===== config.mk =====
export PLATFORM = sky130hd
export DESIGN_NAME = color_frame_sequencer
export DESIGN_NICKNAME = d
export VERILOG_FILES = /design/src/rtl/color_frame_sequencer_pkg.sv /design/src/rtl/color_seq_timer.sv /design/src/rtl/color_frame_sequencer.sv
export SDC_FILE = /design/constraint.sdc
export NUM_CORES = 1
export LEC_CHECK = 0
export BUFFER_PORTS_ARGS = -buffer_cell sky130_fd_sc_hd__buf_2
export CAP_MARGIN = 20
export CORE_MARGIN = 8
export CORE_UTILIZATION = 31
export CTS_CLUSTER_SIZE = 16
export DETAILED_ROUTE_END_ITERATION = 10
export RECOVER_POWER = 100
export SYNTH_ARGS = -nofsm -noshare
export SYNTH_HDL_FRONTEND = slang
export SYNTH_SLANG_ARGS = --single-unit
export TNS_END_PERCENT = 30

===== constraint.sdc =====
create_clock -name clk -period 2.6 [get_ports clk]
set_input_delay 0.52 -clock clk [delete_from_list [all_inputs] [get_ports clk]]
set_output_delay 0.52 -clock clk [all_outputs]
set_load 0.02 [all_outputs]

===== src/rtl/color_frame_sequencer_pkg.sv =====
// Shared constants, state encoding and channel-to-register mapping for the
// RGBC colour sensor frame sequencer.
package color_frame_sequencer_pkg;

  // 7-bit address 0x29 expressed as write / read address bytes
  localparam logic [7:0] SENSOR_ADDR_WR = 8'h52;
  localparam logic [7:0] SENSOR_ADDR_RD = 8'h53;

  // Sensor register map
  localparam logic [7:0] REG_ENABLE = 8'h00;
  localparam logic [7:0] REG_ATIME  = 8'h01;
  localparam logic [7:0] REG_CDATA  = 8'h14;
  localparam logic [7:0] REG_RDATA  = 8'h16;
  localparam logic [7:0] REG_GDATA  = 8'h18;
  localparam logic [7:0] REG_BDATA  = 8'h1A;

  // Init write payloads: PON|AEN, then integration time
  localparam logic [7:0] ENABLE_PON_AEN = 8'h03;
  localparam logic [7:0] ATIME_VALUE    = 8'hF6;

  typedef enum logic [2:0] {
    ST_IDLE       = 3'd0,
    ST_ISSUE      = 3'd1,
    ST_COLLECT    = 3'd2,
    ST_NEXT       = 3'd3,
    ST_PUBLISH    = 3'd4,
    ST_FAIL       = 3'd5,
    ST_INIT_EN_WR = 3'd6,
    ST_INIT_AT_WR = 3'd7
  } state_t;

  // Channel order within a frame: CLEAR, RED, GREEN, BLUE
  function automatic logic [7:0] chan_reg(input logic [1:0] idx);
    case (idx)
      2'd0:    chan_reg = REG_CDATA;
      2'd1:    chan_reg = REG_RDATA;
      2'd2:    chan_reg = REG_GDATA;
      default: chan_reg = REG_BDATA;
    endcase
  endfunction

endpackage


===== src/rtl/color_seq_timer.sv =====
// Frame period tick generator plus per-transaction timeout counter.
module color_seq_timer #(
  parameter int PERIOD_CYCLES  = 2500000,
  parameter int TIMEOUT_CYCLES = 100000
) (
  input  logic clk,
  input  logic i_rst_n,
  input  logic i_run,
  input  logic i_tmo_clr,
  input  logic i_tmo_en,
  output logic o_tick,
  output logic o_timeout
);

  localparam int PW = $clog2(PERIOD_CYCLES + 1);
  localparam int TW = $clog2(TIMEOUT_CYCLES + 1);
  localparam logic [PW-1:0] PERIOD_LAST = PW'(PERIOD_CYCLES - 1);
  localparam logic [TW-1:0] TMO_LIMIT   = TW'(TIMEOUT_CYCLES);

  logic [PW-1:0] r_period_cnt;
  logic [TW-1:0] r_tmo_cnt;

  // Free-running period counter, held at zero while periodic mode is off
  always_ff @(posedge clk or negedge i_rst_n) begin
    if (!i_rst_n)                        r_period_cnt <= '0;
    else if (!i_run)                     r_period_cnt <= '0;
    else if (r_period_cnt == PERIOD_LAST) r_period_cnt <= '0;
    else                                 r_period_cnt <= r_period_cnt + 1'b1;
  end

  assign o_tick = i_run && (r_period_cnt == PERIOD_LAST);

  // Transaction age counter; parks at the limit so the timeout stays asserted
  always_ff @(posedge clk or negedge i_rst_n) begin
    if (!i_rst_n)                              r_tmo_cnt <= '0;
    else if (i_tmo_clr)                        r_tmo_cnt <= '0;
    else if (i_tmo_en && r_tmo_cnt != TMO_LIMIT) r_tmo_cnt <= r_tmo_cnt + 1'b1;
  end

  assign o_timeout = (r_tmo_cnt == TMO_LIMIT);

endmodule


===== src/rtl/color_frame_sequencer.sv =====
// RGBC frame sequencer: issues four 2-byte register reads per frame to the
// I2C byte master and publishes the assembled channel words atomically.
// Optional sensor init writes are built when COLOR_SEQ_INIT_EN is defined.
module color_frame_sequencer
  import color_frame_sequencer_pkg::*;
#(
  parameter int PERIOD_CYCLES  = 2500000,
  parameter int TIMEOUT_CYCLES = 100000
) (
  input  logic        clk,
  input  logic        reset,
  input  logic        run,
  input  logic        start,
  output logic        cmd_valid,
  input  logic        cmd_ready,
  output logic        cmd_rw,
  output logic [7:0]  cmd_reg,
  output logic [7:0]  cmd_wdata,
  output logic [1:0]  cmd_len,
  input  logic        rd_valid,
  input  logic [7:0]  rd_data,
  input  logic        txn_done,
  input  logic        txn_nack,
  output logic [15:0] clear_val,
  output logic [15:0] red_val,
  output logic [15:0] green_val,
  output logic [15:0] blue_val,
  output logic        frame_valid,
  output logic        busy,
  output logic        err,
  output logic [7:0]  overrun_cnt
);

  state_t      r_state;
  logic [1:0]  r_idx;
  logic [1:0]  r_byte_cnt;
  logic [7:0]  r_lo;
  logic [7:0]  r_hi;
  logic [15:0] r_shadow [3];
  logic        r_cmd_valid;
  logic [7:0]  r_cmd_reg;
  logic [1:0]  r_cmd_len;
  logic [15:0] r_clear, r_red, r_green, r_blue;
  logic        r_frame_valid;
  logic        r_busy;
  logic        r_err;
  logic [7:0]  r_overrun;
  logic        r_tmo_clr;
`ifdef COLOR_SEQ_INIT_EN
  logic        r_cmd_rw;
  logic [7:0]  r_cmd_wdata;
  logic        r_init_done;
  logic        r_init_failed;
`endif

  logic       w_tick;
  logic       w_timeout_raw;
  logic       w_timeout;
  logic       w_trig;
  logic       w_active;
  logic [1:0] w_byte_cnt_next;
  logic [7:0] w_lo_next;
  logic [7:0] w_hi_next;

  color_seq_timer #(
    .PERIOD_CYCLES  (PERIOD_CYCLES),
    .TIMEOUT_CYCLES (TIMEOUT_CYCLES)
  ) u_timer (
    .clk       (clk),
    .i_rst_n   (reset),
    .i_run     (run),
    .i_tmo_clr (r_tmo_clr),
    .i_tmo_en  (w_active),
    .o_tick    (w_tick),
    .o_timeout (w_timeout_raw)
  );

  assign w_trig   = w_tick | start;
  assign w_active = (r_state == ST_ISSUE) || (r_state == ST_COLLECT) ||
                    (r_state == ST_INIT_EN_WR) || (r_state == ST_INIT_AT_WR);
  // The counter still holds the previous transaction's age during the clear cycle
  assign w_timeout = w_timeout_raw && !r_tmo_clr;

  // Byte capture view for this cycle so a byte arriving with txn_done is counted first
  always_comb begin
    w_byte_cnt_next = r_byte_cnt;
    w_lo_next       = r_lo;
    w_hi_next       = r_hi;
    if (rd_valid) begin
      case (r_byte_cnt)
        2'd0:    w_lo_next = rd_data;
        2'd1:    w_hi_next = rd_data;
        default: ;
      endcase
      if (r_byte_cnt != 2'd3) w_byte_cnt_next = r_byte_cnt + 2'd1;
    end
  end

  // Byte assembly and shadow slots; contents only matter once a full frame lands
  always_ff @(posedge clk) begin
    if (r_state == ST_COLLECT) begin
      r_lo <= w_lo_next;
      r_hi <= w_hi_next;
      if (txn_done && r_idx != 2'd3) r_shadow[r_idx] <= {w_hi_next, w_lo_next};
    end
  end

  // Dropped-trigger counter, saturating
  always_ff @(posedge clk or negedge reset) begin
    if (!reset) r_overrun <= 8'h00;
    else if (w_trig && r_state != ST_IDLE && r_overrun != 8'hFF) r_overrun <= r_overrun + 8'h01;
  end

  // Frame sequencing FSM with registered command and result outputs
  always_ff @(posedge clk or negedge reset) begin
    if (!reset) begin
      r_state       <= ST_IDLE;
      r_idx         <= 2'd0;
      r_byte_cnt    <= 2'd0;
      r_cmd_valid   <= 1'b0;
      r_cmd_reg     <= 8'h00;
      r_cmd_len     <= 2'd0;
      r_clear       <= 16'h0000;
      r_red         <= 16'h0000;
      r_green       <= 16'h0000;
      r_blue        <= 16'h0000;
      r_frame_valid <= 1'b0;
      r_busy        <= 1'b0;
      r_err         <= 1'b0;
      r_tmo_clr     <= 1'b0;
`ifdef COLOR_SEQ_INIT_EN
      r_cmd_rw      <= 1'b0;
      r_cmd_wdata   <= 8'h00;
      r_init_done   <= 1'b0;
      r_init_failed <= 1'b0;
`endif
    end else begin
      r_frame_valid <= 1'b0;
      r_tmo_clr     <= 1'b0;
      case (r_state)
        ST_IDLE: begin
`ifdef COLOR_SEQ_INIT_EN
          // Init runs on its own after reset; after a failed init it waits for a trigger
          if (!r_init_done && (!r_init_failed || w_trig)) begin
            r_state     <= ST_INIT_EN_WR;
            r_cmd_valid <= 1'b1;
            r_cmd_rw    <= 1'b0;
            r_cmd_reg   <= REG_ENABLE;
            r_cmd_wdata <= ENABLE_PON_AEN;
            r_cmd_len   <= 2'd1;
            r_busy      <= 1'b1;
            r_tmo_clr   <= 1'b1;
          end else if (w_trig) begin
`else
          if (w_trig) begin
`endif
            r_state     <= ST_ISSUE;
            r_cmd_valid <= 1'b1;
            r_cmd_reg   <= chan_reg(2'd0);
            r_cmd_len   <= 2'd2;
            r_busy      <= 1'b1;
            r_tmo_clr   <= 1'b1;
          end
        end
        ST_ISSUE: begin
          if (w_timeout) begin
            r_cmd_valid <= 1'b0;
            r_state     <= ST_FAIL;
          end else if (cmd_ready) begin
            r_cmd_valid <= 1'b0;
            r_byte_cnt  <= 2'd0;
            r_state     <= ST_COLLECT;
          end
        end
        ST_COLLECT: begin
          r_byte_cnt <= w_byte_cnt_next;
          if (txn_done) begin
            if (txn_nack || w_byte_cnt_next != 2'd2) begin
              r_state <= ST_FAIL;
            end else if (r_idx != 2'd3) begin
              r_state <= ST_NEXT;
            end else begin
              // Last channel: all four words become visible together during PUBLISH
              r_clear       <= r_shadow[0];
              r_red         <= r_shadow[1];
              r_green       <= r_shadow[2];
              r_blue        <= {w_hi_next, w_lo_next};
              r_frame_valid <= 1'b1;
              r_state       <= ST_PUBLISH;
            end
          end else if (w_timeout) begin
            r_state <= ST_FAIL;
          end
        end
        ST_NEXT: begin
          r_idx       <= r_idx + 2'd1;
          r_cmd_valid <= 1'b1;
          r_cmd_reg   <= chan_reg(r_idx + 2'd1);
          r_cmd_len   <= 2'd2;
          r_tmo_clr   <= 1'b1;
          r_state     <= ST_ISSUE;
        end
        ST_PUBLISH: begin
          r_idx   <= 2'd0;
          r_busy  <= 1'b0;
          r_state <= ST_IDLE;
        end
        ST_FAIL: begin
          r_err       <= 1'b1;
          r_idx       <= 2'd0;
          r_busy      <= 1'b0;
          r_cmd_valid <= 1'b0;
          r_state     <= ST_IDLE;
        end
`ifdef COLOR_SEQ_INIT_EN
        ST_INIT_EN_WR, ST_INIT_AT_WR: begin
          if (w_timeout) begin
            r_cmd_valid   <= 1'b0;
            r_init_failed <= 1'b1;
            r_state       <= ST_FAIL;
          end else if (r_cmd_valid) begin
            if (cmd_ready) r_cmd_valid <= 1'b0;
          end else if (txn_done) begin
            if (txn_nack) begin
              r_init_failed <= 1'b1;
              r_state       <= ST_FAIL;
            end else if (r_state == ST_INIT_EN_WR) begin
              r_cmd_valid <= 1'b1;
              r_cmd_reg   <= REG_ATIME;
              r_cmd_wdata <= ATIME_VALUE;
              r_tmo_clr   <= 1'b1;
              r_state     <= ST_INIT_AT_WR;
            end else begin
              r_init_done   <= 1'b1;
              r_init_failed <= 1'b0;
              r_cmd_rw      <= 1'b1;
              r_cmd_wdata   <= 8'h00;
              r_busy        <= 1'b0;
              r_state       <= ST_IDLE;
            end
          end
        end
`endif
        default: r_state <= ST_IDLE;
      endcase
    end
  end

  assign cmd_valid   = r_cmd_valid;
  assign cmd_reg     = r_cmd_reg;
  assign cmd_len     = r_cmd_len;
`ifdef COLOR_SEQ_INIT_EN
  assign cmd_rw      = r_cmd_rw;
  assign cmd_wdata   = r_cmd_wdata;
`else
  assign cmd_rw      = 1'b1;
  assign cmd_wdata   = 8'h00;
`endif
  assign clear_val   = r_clear;
  assign red_val     = r_red;
  assign green_val   = r_green;
  assign blue_val    = r_blue;
  assign frame_valid = r_frame_valid;
  assign busy        = r_busy;
  assign err         = r_err;
  assign overrun_cnt = r_overrun;

endmodule


==> results.toml <==
[status]
status = "finished clean"

[yosys]
async_reset_ff_frac = 0.6649
synth_edf_count = 64
avgSynthCellArea_sq_um = 13.69
seq_area_frac_synth = 0.6424
synthTopCellsByCount = "dfrtp_1 (127), mux2_2 (83), edfxtp_1 (64)"
synth_top_area_cell = "dfrtp_1"
yosys.area_share.adder = 0.01261
synthDistinctLibCells = 48
synth_compound_area_frac = 0.02853
synth_top_family_by_area = "simple AND/OR/NAND/NOR gates"
ys_top_cells_by_area = "dfrtp_1 (40%), edfxtp_1 (24%), mux2_2 (12%)"
syn_inst = 580
synth_top_area_frac = 0.4003
synthMuxAreaShare = 0.1190
ys_ff_latch = 191
synth_most_common_cell = "dfrtp_1"
synth_area_sq_um = 7939
yosysWarnings = 0
synth_simple_gate_area_frac = 0.1209
ys.flop_type = "dfrtp_1"
synthXorXnorAreaFrac = 0.04523

[floorplan]
initial_core_util = 0.3153
fp.dieW_um = 176.0
die_h_um = 176.0
core_sq_um = 25180
io_pins = 111
rows = 58
die_area_sq_um = 30990

[sta]
setup_violations = 0
hold_ws_ps = 346.2
rsz0062_at_grt = "no"
slew_viol_final = 0
slew_headroom = 0.05731
period_share = 0.8826
fmax_mhz = 435.8
clock_skew_ps = 13.98
setup_tns_ps = 0
hold_violations = 0
tightest_slew_ps = 1414
period_needed_ps = 2295

[clocking]
cts_made_buffers = 17
ctsHtreeMaxLevel = 4
cts_setup_buffers = 0
clockBufferDepth = 2
cts_root_buffer = "clkbuf_16"
clkLatencyLatePin_ps = 430
path_clk_slew_ps = 80
cts_tree = "done"
cts.sinks = 191

[placed_design]
dp.cells = 1002
dp_hpwl_mm = 11.55
gp_congestion = 0.7509
io_buffer_count = 96

[setup_path]
critPathKind = "reg2reg"
worstSetupEndpointType = "register"
worstSetupEndpoint = "u_timer.r_period_cnt[15]"
worstPathRequired_ps = 2900
timing.rr.start = "u_timer.r_period_cnt[6]"
critPathArrivalTime_ps = 2600
startpoint = "u_timer.r_period_cnt[6]"
critical_path.cell_chain = "or4b_2, nor3_1, nand4_1, nand2_1, clkbuf_1, nor2_1"
crit_fanout = 7
cpPeakStageDelay_ps = 670
crit_path_start_kind = "register"
cp_slowest_cell = "or4b_2"
reg2reg_slack_ps = 310
r2r-end = "u_timer.r_period_cnt[15]"
rr_worst_depth = 6

[layout]
drive_gt1_frac = 0.1872
fin_cells = 1035
largest_register_ffs = 48
largest_register = "r_shadow"
antenna_cells = 0
syn2layout_area_growth_pct = 17.30
fillers = 2465
final_nets = 716
finish.utilization = 0.3698
reg_top3 = "r_shadow: 48 flops, u_timer.r_period_cnt: 22 flops, u_timer.r_tmo_cnt: 17 flops"

[detailed_routing]
wire_per_inst_um = 16.39
met2_length_mm = 7.770
first_pass_iters = 4
via_count = 4794
wl_met1_mm = 7.912
met3WireLength_mm = 1.072
drcViolationCount = 0
ant_nets = 0
drt_iter0_markers = 468
highest_layer = "met4"
wl_mm = 16.96
vias_per_cell = 4.632

[power]
p_per_area_nw_per_um2 = 845.4
vdd_drop_max_v = 0.0005943
report.power.total_uw = 7873
p_leak_uw = 0.003810

[global_routing]
grt_usage = 0.1106
grt_pass1_vias = 4826
antenna_found_initial = 0
grt_first_pass_wirelength_mm = 27.24
overflow = 0
grt_max_degree = 68

[job]
max-cap-violations = 0

[min_path]
hp-class = "in2reg"
[routing by layer]
layer	GRT usage	vias up
met3	0.03696	22
met2	0.1721	118
met1	0.1453	2368
met4	0.03002	0
li1	-	2286
met5	0	-
[power breakdown]
part           switching [uW]  leakage, uW  internal [uW]
Sequential                236      0.00231           3520
Clock                    1280     0.000293           1300
Combinational            1010      0.00121            533
Total                    2520      0.00381           5350
[stage by stage]
stage / instance area [sq um] / setup slack [ps]
3_3_place_gp: 8855 / 370.0
5_1_grt: 9313 / 143.3
6_report: 9313 / 305.3
4_1_cts: 9462 / 364.0
2_1_floorplan: 7984 / 491.6
3_5_place_dp: 8855 / 325.2
[layout make-up]
class	instances	area (sq um)	share of cell area
Timing Repair Buffer	114	526.8	0.05656
Sequential cell	191	5100	0.5476
Clock inverter	15	171.4	0.01841
Clock buffer	17	425.4	0.04568
Tap cell	330	412.9	0.04434
Inverter	12	45.04	0.004837
Multi-Input combinational cell	356	2631	0.2825
[placed cells by master (no fill, tap or decap), types with 3 or more instances in the layout]
| cell | Yosys | routed |
|---|---|---|
| dfrtp_1 | 127 | 127 |
| clkbuf_1 | 7 | 87 |
| mux2_2 | 83 | 67 |
| edfxtp_1 | 64 | 64 |
| nor2_1 | 50 | 50 |
| xnor2_1 | 36 | 36 |
| nand3_1 | 22 | 22 |
| nand2_1 | 19 | 19 |
| clkbuf_16 | 0 | 17 |
| mux2_1 | 0 | 16 |
| nor3_1 | 14 | 14 |
| conb_1 | 2 | 14 |
| buf_2 | 10 | 14 |
| nand4_1 | 13 | 13 |
| inv_1 | 12 | 12 |
| a21oi_1 | 11 | 11 |
| nor4_1 | 10 | 10 |
| and3_1 | 8 | 8 |
| ha_1 | 8 | 8 |
| nor2b_1 | 6 | 6 |
| buf_4 | 16 | 6 |
| and4_1 | 5 | 5 |
| xor2_1 | 5 | 5 |
| and2_0 | 0 | 5 |
| nand2b_1 | 5 | 5 |
| clkinv_8 | 0 | 5 |
| a31oi_1 | 4 | 4 |
| nor4b_1 | 4 | 4 |
| inv_8 | 0 | 4 |
| o21ai_0 | 3 | 3 |
| clkinv_4 | 0 | 3 |
| buf_12 | 0 | 3 |
| clkbuf_2 | 0 | 3 |
[worst max-delay path, delay by kind of cell (launching register included)]
kind                   cells  cell delay (ps)
AND/OR/NAND/NOR            5             1480
flip-flops                 1              400
buffers and inverters      1              300
[cell families after synthesis]
| kind of cell | count (synthesis) |
|---|---|
| AO/OA/AOI/OAI | 32 |
| XOR/XNOR | 41 |
| multiplexers | 84 |
| buffers and inverters | 45 |
| flip-flops | 191 |
| other | 2 |
| AND/OR/NAND/NOR | 177 |
| adder cells (fa/ha/maj) | 8 |
[worst min path at each step]
| stage | cells past startpoint | slack, ps | start | to |
|---|---|---|---|---|
| finish | 2 | 350 | cmd_ready | r_byte_cnt[1] |
| global route | 2 | 330 | cmd_ready | r_byte_cnt[1] |
| CTS | 2 | 320 | cmd_ready | r_byte_cnt[1] |
| floorplan | 0 | 220 | reset | blue_val[0] |
| global placement | 1 | 440 | err | err |
| detailed placement | 1 | 450 | err | err |
[repair_timing]
item | CTS | global route
gates resized for setup | 0 | 0
hold buffers | 1 | 0
hold endpoints to repair | 20 | 0
Note: power is estimated with default switching activity, not from simulation.
